<file path="src/rtl/pad_filter_pkg.sv">
// Shared types and defaults for the pad input debounce filter.
package pad_filter_pkg;

    localparam int DEFAULT_CNT_W = 16;

    typedef enum logic {
        STABLE = 1'b0,
        COUNT  = 1'b1
    } filt_state_e;

endpackage

</file>
<file path="src/rtl/pad_sync.sv">
// Multi-flop synchronizer for an asynchronous pad input; all stages reset to RESET_VAL.
module pad_sync #(
    parameter int   STAGES    = 2,
    parameter logic RESET_VAL = 1'b0
) (
    input  logic clk,
    input  logic srst,
    input  logic d,
    output logic q
);

    (* ASYNC_REG = "TRUE" *) logic [STAGES-1:0] sync_reg;
    logic [STAGES-1:0] chain_in;

    assign chain_in[0] = d;

    generate
        for (genvar gi = 1; gi < STAGES; gi++) begin : g_chain
            assign chain_in[gi] = sync_reg[gi-1];
        end
    endgenerate

    always_ff @(posedge clk) begin
        if (srst) begin
            sync_reg <= {STAGES{RESET_VAL}};
        end else begin
            sync_reg <= chain_in;
        end
    end

    assign q = sync_reg[STAGES-1];

endmodule

</file>
<file path="src/rtl/pad_input_debounce.sv">
// Debounce filter for a pad input: synchronizer, run-length counter, edge pulses.
// Optional sticky event flag enabled by macro PAD_DEBOUNCE_STICKY_EVT_EN.
module pad_input_debounce
    import pad_filter_pkg::*;
#(
    parameter int   SYNC_STAGES = 2,
    parameter int   CNT_W       = DEFAULT_CNT_W,
    parameter logic RESET_VAL   = 1'b0
) (
    input  logic             clk_i,
    input  logic             rst_i,
    input  logic             pad_i,
    input  logic             en_i,
    input  logic [CNT_W-1:0] thresh_i,
    output logic             level_o,
    output logic             rise_o,
    output logic             fall_o,
    output logic             busy_o,
    input  logic             evt_clr_i,
    output logic             evt_o
);

    logic s;

    pad_sync #(
        .STAGES    (SYNC_STAGES),
        .RESET_VAL (RESET_VAL)
    ) u_sync (
        .clk  (clk_i),
        .srst (rst_i),
        .d    (pad_i),
        .q    (s)
    );

    filt_state_e      state_reg, state_next;
    logic [CNT_W-1:0] cnt_reg, cnt_next;
    logic             level_reg, level_next;
    logic             rise_reg, rise_next;
    logic             fall_reg, fall_next;

    logic [CNT_W-1:0] thr_eff;
    logic [CNT_W:0]   cnt_inc;
    logic             differ;

    // A zero threshold is treated as one so a change is never accepted without a sample.
    assign thr_eff = (thresh_i == '0) ? {{(CNT_W-1){1'b0}}, 1'b1} : thresh_i;
    assign cnt_inc = {1'b0, cnt_reg} + {{CNT_W{1'b0}}, 1'b1};
    assign differ  = (s != level_reg);

    always_comb begin
        state_next = state_reg;
        cnt_next   = cnt_reg;
        level_next = level_reg;
        rise_next  = 1'b0;
        fall_next  = 1'b0;

        if (!en_i) begin
            state_next = STABLE;
            cnt_next   = '0;
        end else begin
            case (state_reg)
                STABLE: begin
                    if (differ) begin
                        if (thr_eff == {{(CNT_W-1){1'b0}}, 1'b1}) begin
                            level_next = s;
                            rise_next  = s;
                            fall_next  = ~s;
                        end else begin
                            cnt_next   = {{(CNT_W-1){1'b0}}, 1'b1};
                            state_next = COUNT;
                        end
                    end
                end
                COUNT: begin
                    // Threshold is compared live, so a lowered value accepts immediately.
                    if (differ) begin
                        if (cnt_inc >= {1'b0, thr_eff}) begin
                            level_next = s;
                            rise_next  = s;
                            fall_next  = ~s;
                            cnt_next   = '0;
                            state_next = STABLE;
                        end else begin
                            cnt_next = cnt_inc[CNT_W-1:0];
                        end
                    end else begin
                        cnt_next   = '0;
                        state_next = STABLE;
                    end
                end
                default: begin
                    cnt_next   = '0;
                    state_next = STABLE;
                end
            endcase
        end
    end

    always_ff @(posedge clk_i) begin
        if (rst_i) begin
            state_reg <= STABLE;
            cnt_reg   <= '0;
            level_reg <= RESET_VAL;
            rise_reg  <= 1'b0;
            fall_reg  <= 1'b0;
        end else begin
            state_reg <= state_next;
            cnt_reg   <= cnt_next;
            level_reg <= level_next;
            rise_reg  <= rise_next;
            fall_reg  <= fall_next;
        end
    end

    assign level_o = level_reg;
    assign rise_o  = rise_reg;
    assign fall_o  = fall_reg;
    assign busy_o  = (state_reg == COUNT);

`ifdef PAD_DEBOUNCE_STICKY_EVT_EN
    logic evt_reg;

    // Set has priority so an event coinciding with a clear is never lost.
    always_ff @(posedge clk_i) begin
        if (rst_i) begin
            evt_reg <= 1'b0;
        end else if (rise_reg || fall_reg) begin
            evt_reg <= 1'b1;
        end else if (evt_clr_i) begin
            evt_reg <= 1'b0;
        end
    end

    assign evt_o = evt_reg;
`else
    logic unused_evt_clr;
    assign unused_evt_clr = evt_clr_i;
    assign evt_o          = 1'b0;
`endif

endmodule

</file>
<file path="config.mk">
export PLATFORM = sky130hd
export DESIGN_NAME = pad_input_debounce
export DESIGN_NICKNAME = d
export VERILOG_FILES = /design/src/rtl/pad_filter_pkg.sv /design/src/rtl/pad_sync.sv /design/src/rtl/pad_input_debounce.sv
export SDC_FILE = /design/constraint.sdc
export NUM_CORES = 1
export LEC_CHECK = 0
export CORE_MARGIN = 2
export CORE_UTILIZATION = 39
export CTS_BUF_LIST = sky130_fd_sc_hd__clkbuf_16
export DETAILED_ROUTE_END_ITERATION = 12
export PLACE_DENSITY = 0.64
export SLEW_MARGIN = 10
export SYNTH_ARGS = -nofsm -noshare
export SYNTH_HDL_FRONTEND = slang
export SYNTH_SLANG_ARGS = --single-unit
</file>
<file path="constraint.sdc">
create_clock -name clk_i -period 3.6 [get_ports clk_i]
set_input_delay 0.54 -clock clk_i [delete_from_list [all_inputs] [get_ports clk_i]]
set_output_delay 0.54 -clock clk_i [all_outputs]
set_load 0.01 [all_outputs]
</file>
==> Word-level counts from Yosys, hierarchy flattened <==
Cells that the tools add are included.
{ "classes": {"add_sub_neg": 1, "n_mul": 0, "div": 0, "order_cmp": 1, "n_eq_ne": 7, "n_shift": 0, "n_mux": 26, "n_bitwise": 3, "reduce_logical": 4} }
{ "op_table": {"columns": ["op", "count"], "rows": [
  ["$mux W16", 5],
  ["$pmux W16 S2", 1],
  ["$add A16 B1 Y17 const B", 1],
  ["$ge A17 B16 Y1", 1],
  ["$eq A16 B1 Y1 const B", 1],
  ["$logic_not A16 Y1", 1],
  ["$mux W1", 16],
  ["$pmux W1 S2", 4],
  ["$ne A2 B2 Y1 const B", 3],
  ["$reduce_and A5 Y1", 1],
  ["$ne A2 B1 Y1 const B", 2],
  ["$not A1 Y1", 3],
  ["$reduce_and A2 Y1", 1],
  ["$reduce_or A2 Y1", 1],
  ["$ne A1 B1 Y1", 1]
]} }
{ "word_totals": {"regBits": 22, "latch_bits": 0, "mem_bits_rw": 0, "rom_bits": 0, "in_bits": 21, "word_cells": 48, "memories": 0} }

==> Depth between registers and ports, before layout <==
Gate-level depths: netlist of the first run.
{ "logic_depth": {"depth_word": 6, "ltp_mapped": 14} }

==> Cells and area by module <==
Synthesis of the first run repeated with hierarchy kept, for this count alone.
{ "hier_totals": {"hier_cells": 203, "hier_area_um2": 1656.6} }
{ "by_module_without_submodules": {"columns": ["module", "n_inst", "cells_each", "area_per_inst_um2", "seq_area_each_um2"], "rows": [
  ["pad_input_debounce", 1, 199, 1604.0, 400.4],
  ["pad_sync", 1, 4, 52.6, 40.0]
]} }

==> Worst setup path before layout of the first run <==
Ideal clock, no wire load.
{ "synth_path": {"path_type": "register -> register", "from": "register cnt_reg[0]", "to": "register cnt_reg[1]", "setup_ps": 61, "t_arrival_ps": 2850, "required_ps": 3539, "setup_slack_ps": 689, "stages_incl_launch_ff": 14, "n_path_buf": 1, "synth_period_minus_slack_ps": 2911, "cell_sequence": "dfxtp_1 ha_1 nand4_1 nor2_4 nand3_1 xnor2_1 ha_1 nand4_1 nor2_1 a31o_1 a211oi_4 and2_4 buf_6 a32o_1"} }
{ "synth_between": {"elab_chain_cells": 5} }
{ "synth_rtl": {"columns": ["element", "line_no", "rtl"], "rows": [
  ["start, declared", "pad_input_debounce.sv:36", "logic [CNT_W-1:0] cnt_reg, cnt_next;"],
  ["start signal, assigned", "pad_input_debounce.sv:108", "cnt_reg <= cnt_next;"],
  ["$add A16 B1 Y17 (*)", "pad_input_debounce.sv:47", "assign cnt_inc = {1'b0, cnt_reg} + {{CNT_W{1'b0}}, 1'b1};"],
  ["$ge A17 B16 Y1", "pad_input_debounce.sv:77", "if (cnt_inc >= {1'b0, thr_eff}) begin"],
  ["$mux W16 (*)", "pad_input_debounce.sv:77", null],
  ["$mux W16 (*)", "pad_input_debounce.sv:76", "if (differ) begin"],
  ["$pmux W16 S2 (*)", "pad_input_debounce.sv:61", "case (state_reg)"]
]} }
Mark *: on every way between the ends. The rest lies on a longest branch, timed or not.
A chain may end at the register's enable or synchronous reset.

==> Final worst setup path of the first run <==
{ "layout_path": {"from": "register cnt_reg[0]", "to": "register cnt_reg[5]"} }
The elaborated chain is that of the path after synthesis.

==> impl_summary.md, run 1 <==
Status
The run finished with clean final reports.

Synth
The portion of synthesized cell area occupied by the leading cell type is 0.270. The sequential area share after synthesis is 0.270. A synthesized cell averages 8.64 sq um.

The synthesized design contains 0 enable-type register cells. The area of the mapped netlist is approximately 0.0016 sq mm. The dominant synthesized flop cell is sky130_fd_sc_hd__dfxtp_1. The count of synthesis-stage warnings from yosys is 0. Ranked by total cell area, the synthesized netlist is headed by sky130_fd_sc_hd__dfxtp_1 27%, sky130_fd_sc_hd__ha_1 13%, sky130_fd_sc_hd__a32o_1 6.7%, sky130_fd_sc_hd__xnor2_1 4.8%, sky130_fd_sc_hd__inv_1 4.1%. The post-synthesis cell type count is 41. The post-synthesis instance total is 189. sky130_fd_sc_hd__dfxtp_1 takes more of the synthesized area than any other cell.

The synthesized design contains 22 register bits. In the synthesized netlist the async set-or-reset flop fraction comes to 0. The synthesized netlist net count is 227.

Route
The post-detailed-route via-to-cell ratio is 5.37. The initial detailed-routing violation count is 43. After detailed routing, the average wire length per cell comes to 13.8 microns.

The final route contains roughly 1.4k vias. The routed wire length is 3.62 mm. The detail route stage leaves a number of antenna-violating nets equal to 0. In the routed design, unresolved DRC markers number 0. The pre-antenna-repair detailed-routing pass consisted of 4 iterations.

Clock network
The number of hold buffers added after cts is 0. The TritonCTS clock tree is yes. In this run the number of H-tree levels came out at 1. The post-CTS setup-driven buffer insertion count is 0. After clock tree synthesis, the clock-pin slew on the worst setup and hold paths is 0.06 ns. Clock tree synthesis inserted a total of 3 buffers. The later pin in the worst-skew pair is clocked with a latency of 0.25 ns. In this run the deepest clock path goes through 2 buffers. The cell chosen for the clock root is sky130_fd_sc_hd__clkbuf_16. CTS saw 22 sinks.

The number of gates given a new drive strength after cts is 0.

Global route
The initial antenna violation count is 0. The first global-routing pass estimated approximately 5.8 mm of wire. The number of global-route vias before repair came to 1306. The total congestion overflow is 0. The maximum number of pins on one net before global-route repair is 16. The all-layer global routing usage is 0.166.

Timing
The worst-case clock skew is around 0.0022 ns. Of the available clock period, the critical path in the final layout requires 0.935. The post-route worst setup slack is approximately 0.24 ns. The clock period could shrink to 3.36 ns. The total negative setup slack is 0 ns. Derived from the worst setup path, the maximum achievable clock frequency is 0.297 GHz. The headroom to the max-slew limit is 0.579. Setup violations remaining at the end of the flow were counted as 0.

The count of pins over their slew limit is 0. At the pin with the least slew margin, the transition time is 0.629 ns. The count of endpoints failing hold in the final timing report is 0. Setup repair after global routing left no endpoint under its margin.

Critical path
The worst setup path is launched from a flip-flop. The signal on the critical path passes through ha_1 -> nand4_1 -> nor2_4 -> nand2_1 -> xnor2_1 -> ha_1 -> nand3_1 -> nor2_1 -> a31o_1 -> a211oi_4 -> nand3_1 -> o311ai_1. The worst-case register-to-register setup slack is 0.24 ns. Data arrives at the worst endpoint at roughly 3.5 ns. The worst setup path is captured at a flip-flop. The critical path is of the flip-flop to flip-flop type. The cell at the slowest stage of the critical path is sky130_fd_sc_hd__dfxtp_1. Along the worst path, the maximum fanout reaches 6.

The critical path required time is between 3 and 4 ns. The largest single stage delay on the critical path is 0.47 ns.

Place
The number of buffers added on ports is 23. Before CTS, the worst setup slack after placement is 0.339 ns. The detailed placement HPWL is 2.71 mm. At the end of routability-driven placement, the weighted congestion stood at 0.855.

Floorplanning
The core region area is 0.00403 sq mm. The number of core rows is 23. The die is 68.7 microns wide. For this configuration, the core starts out at a cell density of 0.405. The height of the die is 68.7 microns. The top-level I/O count is 26. The total die area is ~0.0047 sq mm.

Power and ir drop
The power density over the cells is slightly above 300 mW/mm^2. Across the VDD grid, the largest voltage drop is 0.179 mV. In this run the static leakage power is 0.000834 uW.

Final layout
The area overhead of the layout relative to synthesis is 22.5%. The number of antenna diodes in the final layout is 0. The register with the most flip-flops in the layout has 16 of them. The number of fill cells in the layout is 400. Leaving out fill and tap cells, the most frequent cell in the layout is sky130_fd_sc_hd__clkdlybuf4s50_1. The share of cells above drive strength 1 is 0.0849.

The library cells used most frequently in the layout, excluding fill and tap cells, are 23 x sky130_fd_sc_hd__clkdlybuf4s50_1, 22 x sky130_fd_sc_hd__dfxtp_1, 18 x sky130_fd_sc_hd__inv_1, 17 x sky130_fd_sc_hd__ha_1, 13 x sky130_fd_sc_hd__nor2_1. The number of nets in the layout is approximately 250.

Job
The tool flagged a number of max-cap violations equal to 0.

Min path
The worst hold path belongs to the class flip-flop to flip-flop.
report_power, final:
group / switching, uW / total [uW] / internal, uW
registers: 1.31 / 246 / 245
clock network: 90.5 / 311 / 221
logic: 24.9 / 55.7 / 30.9
final timing paths:
path / from / endpoint / cells past startpoint
worst max-delay path: cnt_reg[0] / cnt_reg[5] / 12
worst min register to register: u_sync.sync_reg[0] / u_sync.sync_reg[1] / 1
worst max register to register: cnt_reg[0] / cnt_reg[5] / 12
worst min-delay path: u_sync.sync_reg[0] / u_sync.sync_reg[1] / 1
Yosys cell counts, types with 3 or more instances:
cell	count
sky130_fd_sc_hd__a21oi_1	7
sky130_fd_sc_hd__a32o_1	11
sky130_fd_sc_hd__and3_1	3
sky130_fd_sc_hd__buf_2	3
sky130_fd_sc_hd__buf_4	4
sky130_fd_sc_hd__dfxtp_1	22
sky130_fd_sc_hd__ha_1	17
sky130_fd_sc_hd__inv_1	18
sky130_fd_sc_hd__nand2_1	8
sky130_fd_sc_hd__nand2b_1	7
sky130_fd_sc_hd__nand3_1	11
sky130_fd_sc_hd__nand4_1	10
sky130_fd_sc_hd__nor2_1	13
sky130_fd_sc_hd__nor2b_1	3
sky130_fd_sc_hd__nor3_1	3
sky130_fd_sc_hd__nor4_1	5
sky130_fd_sc_hd__xnor2_1	9
sky130_fd_sc_hd__xor2_1	5
final cells by class:
type | instances | area [sq um] | area share
multi-input cells | 139 | 1050 | 0.527
flip-flops and latches | 22 | 440 | 0.220
repair buffers | 28 | 268 | 0.134
clock buffers | 3 | 75.1 | 0.0375
inverters | 19 | 71.3 | 0.0356
well taps | 50 | 62.6 | 0.0313
clock inverters | 1 | 30.0 | 0.0150
through the flow:
stage / util / std cells / hold slack [ns] / area (sq um) / power, uW
3_3_place_gp: 0.470 / 258 / 0.419 / 1900 / 307
6_report: 0.497 / 262 / 0.438 / 2000 / 613
2_1_floorplan: - / 189 / 0.414 / 1630 / 277
4_1_cts: 0.497 / 262 / 0.444 / 2000 / 618
5_1_grt: 0.497 / 262 / 0.463 / 2000 / 633
3_5_place_dp: 0.470 / 258 / 0.429 / 1900 / 307
critical path, delay by kind of cell (launching register included):
family	cells	cell delay [ns]
flip-flops	1	0.47
AND/OR/NAND/NOR	6	1.09
XOR/XNOR	1	0.23
AO/OA/AOI/OAI	3	0.87
adder cells (fa/ha/maj)	2	0.59
cells by family after synthesis:
kind of cell	Yosys count	share of synthesized area
xor+xnor	14	0.0751
other cells	1	0.00230
mux	2	0.0123
compound gates	34	0.185
buf+inv	28	0.0850
simple gates	71	0.240
flops	22	0.270
fa+ha+maj	17	0.130
metal layers:
metal  global-route usage  routed length [microns]  vias to the layer above
li1                     -                        -                      732
met4               0.0539                       29                        0
met2                0.282                     1640                       27
met1                0.217                     1800                      643
met5                    0                        0                        -
met3               0.0211                      147                        4
(Power assumes the default switching activity.)
==> run 2, diff against run 1 <==
--- a/config.mk
+++ b/config.mk
@@ -10,6 +10,7 @@
 export CTS_BUF_LIST = sky130_fd_sc_hd__clkbuf_16
 export DETAILED_ROUTE_END_ITERATION = 12
 export PLACE_DENSITY = 0.64
+export SETUP_SLACK_MARGIN = 0.05
 export SLEW_MARGIN = 10
 export SYNTH_ARGS = -nofsm -noshare
 export SYNTH_HDL_FRONTEND = slang
==> results of run 2 <==
Same layout as run 1: the final DEF is identical, and so are final timing and power.
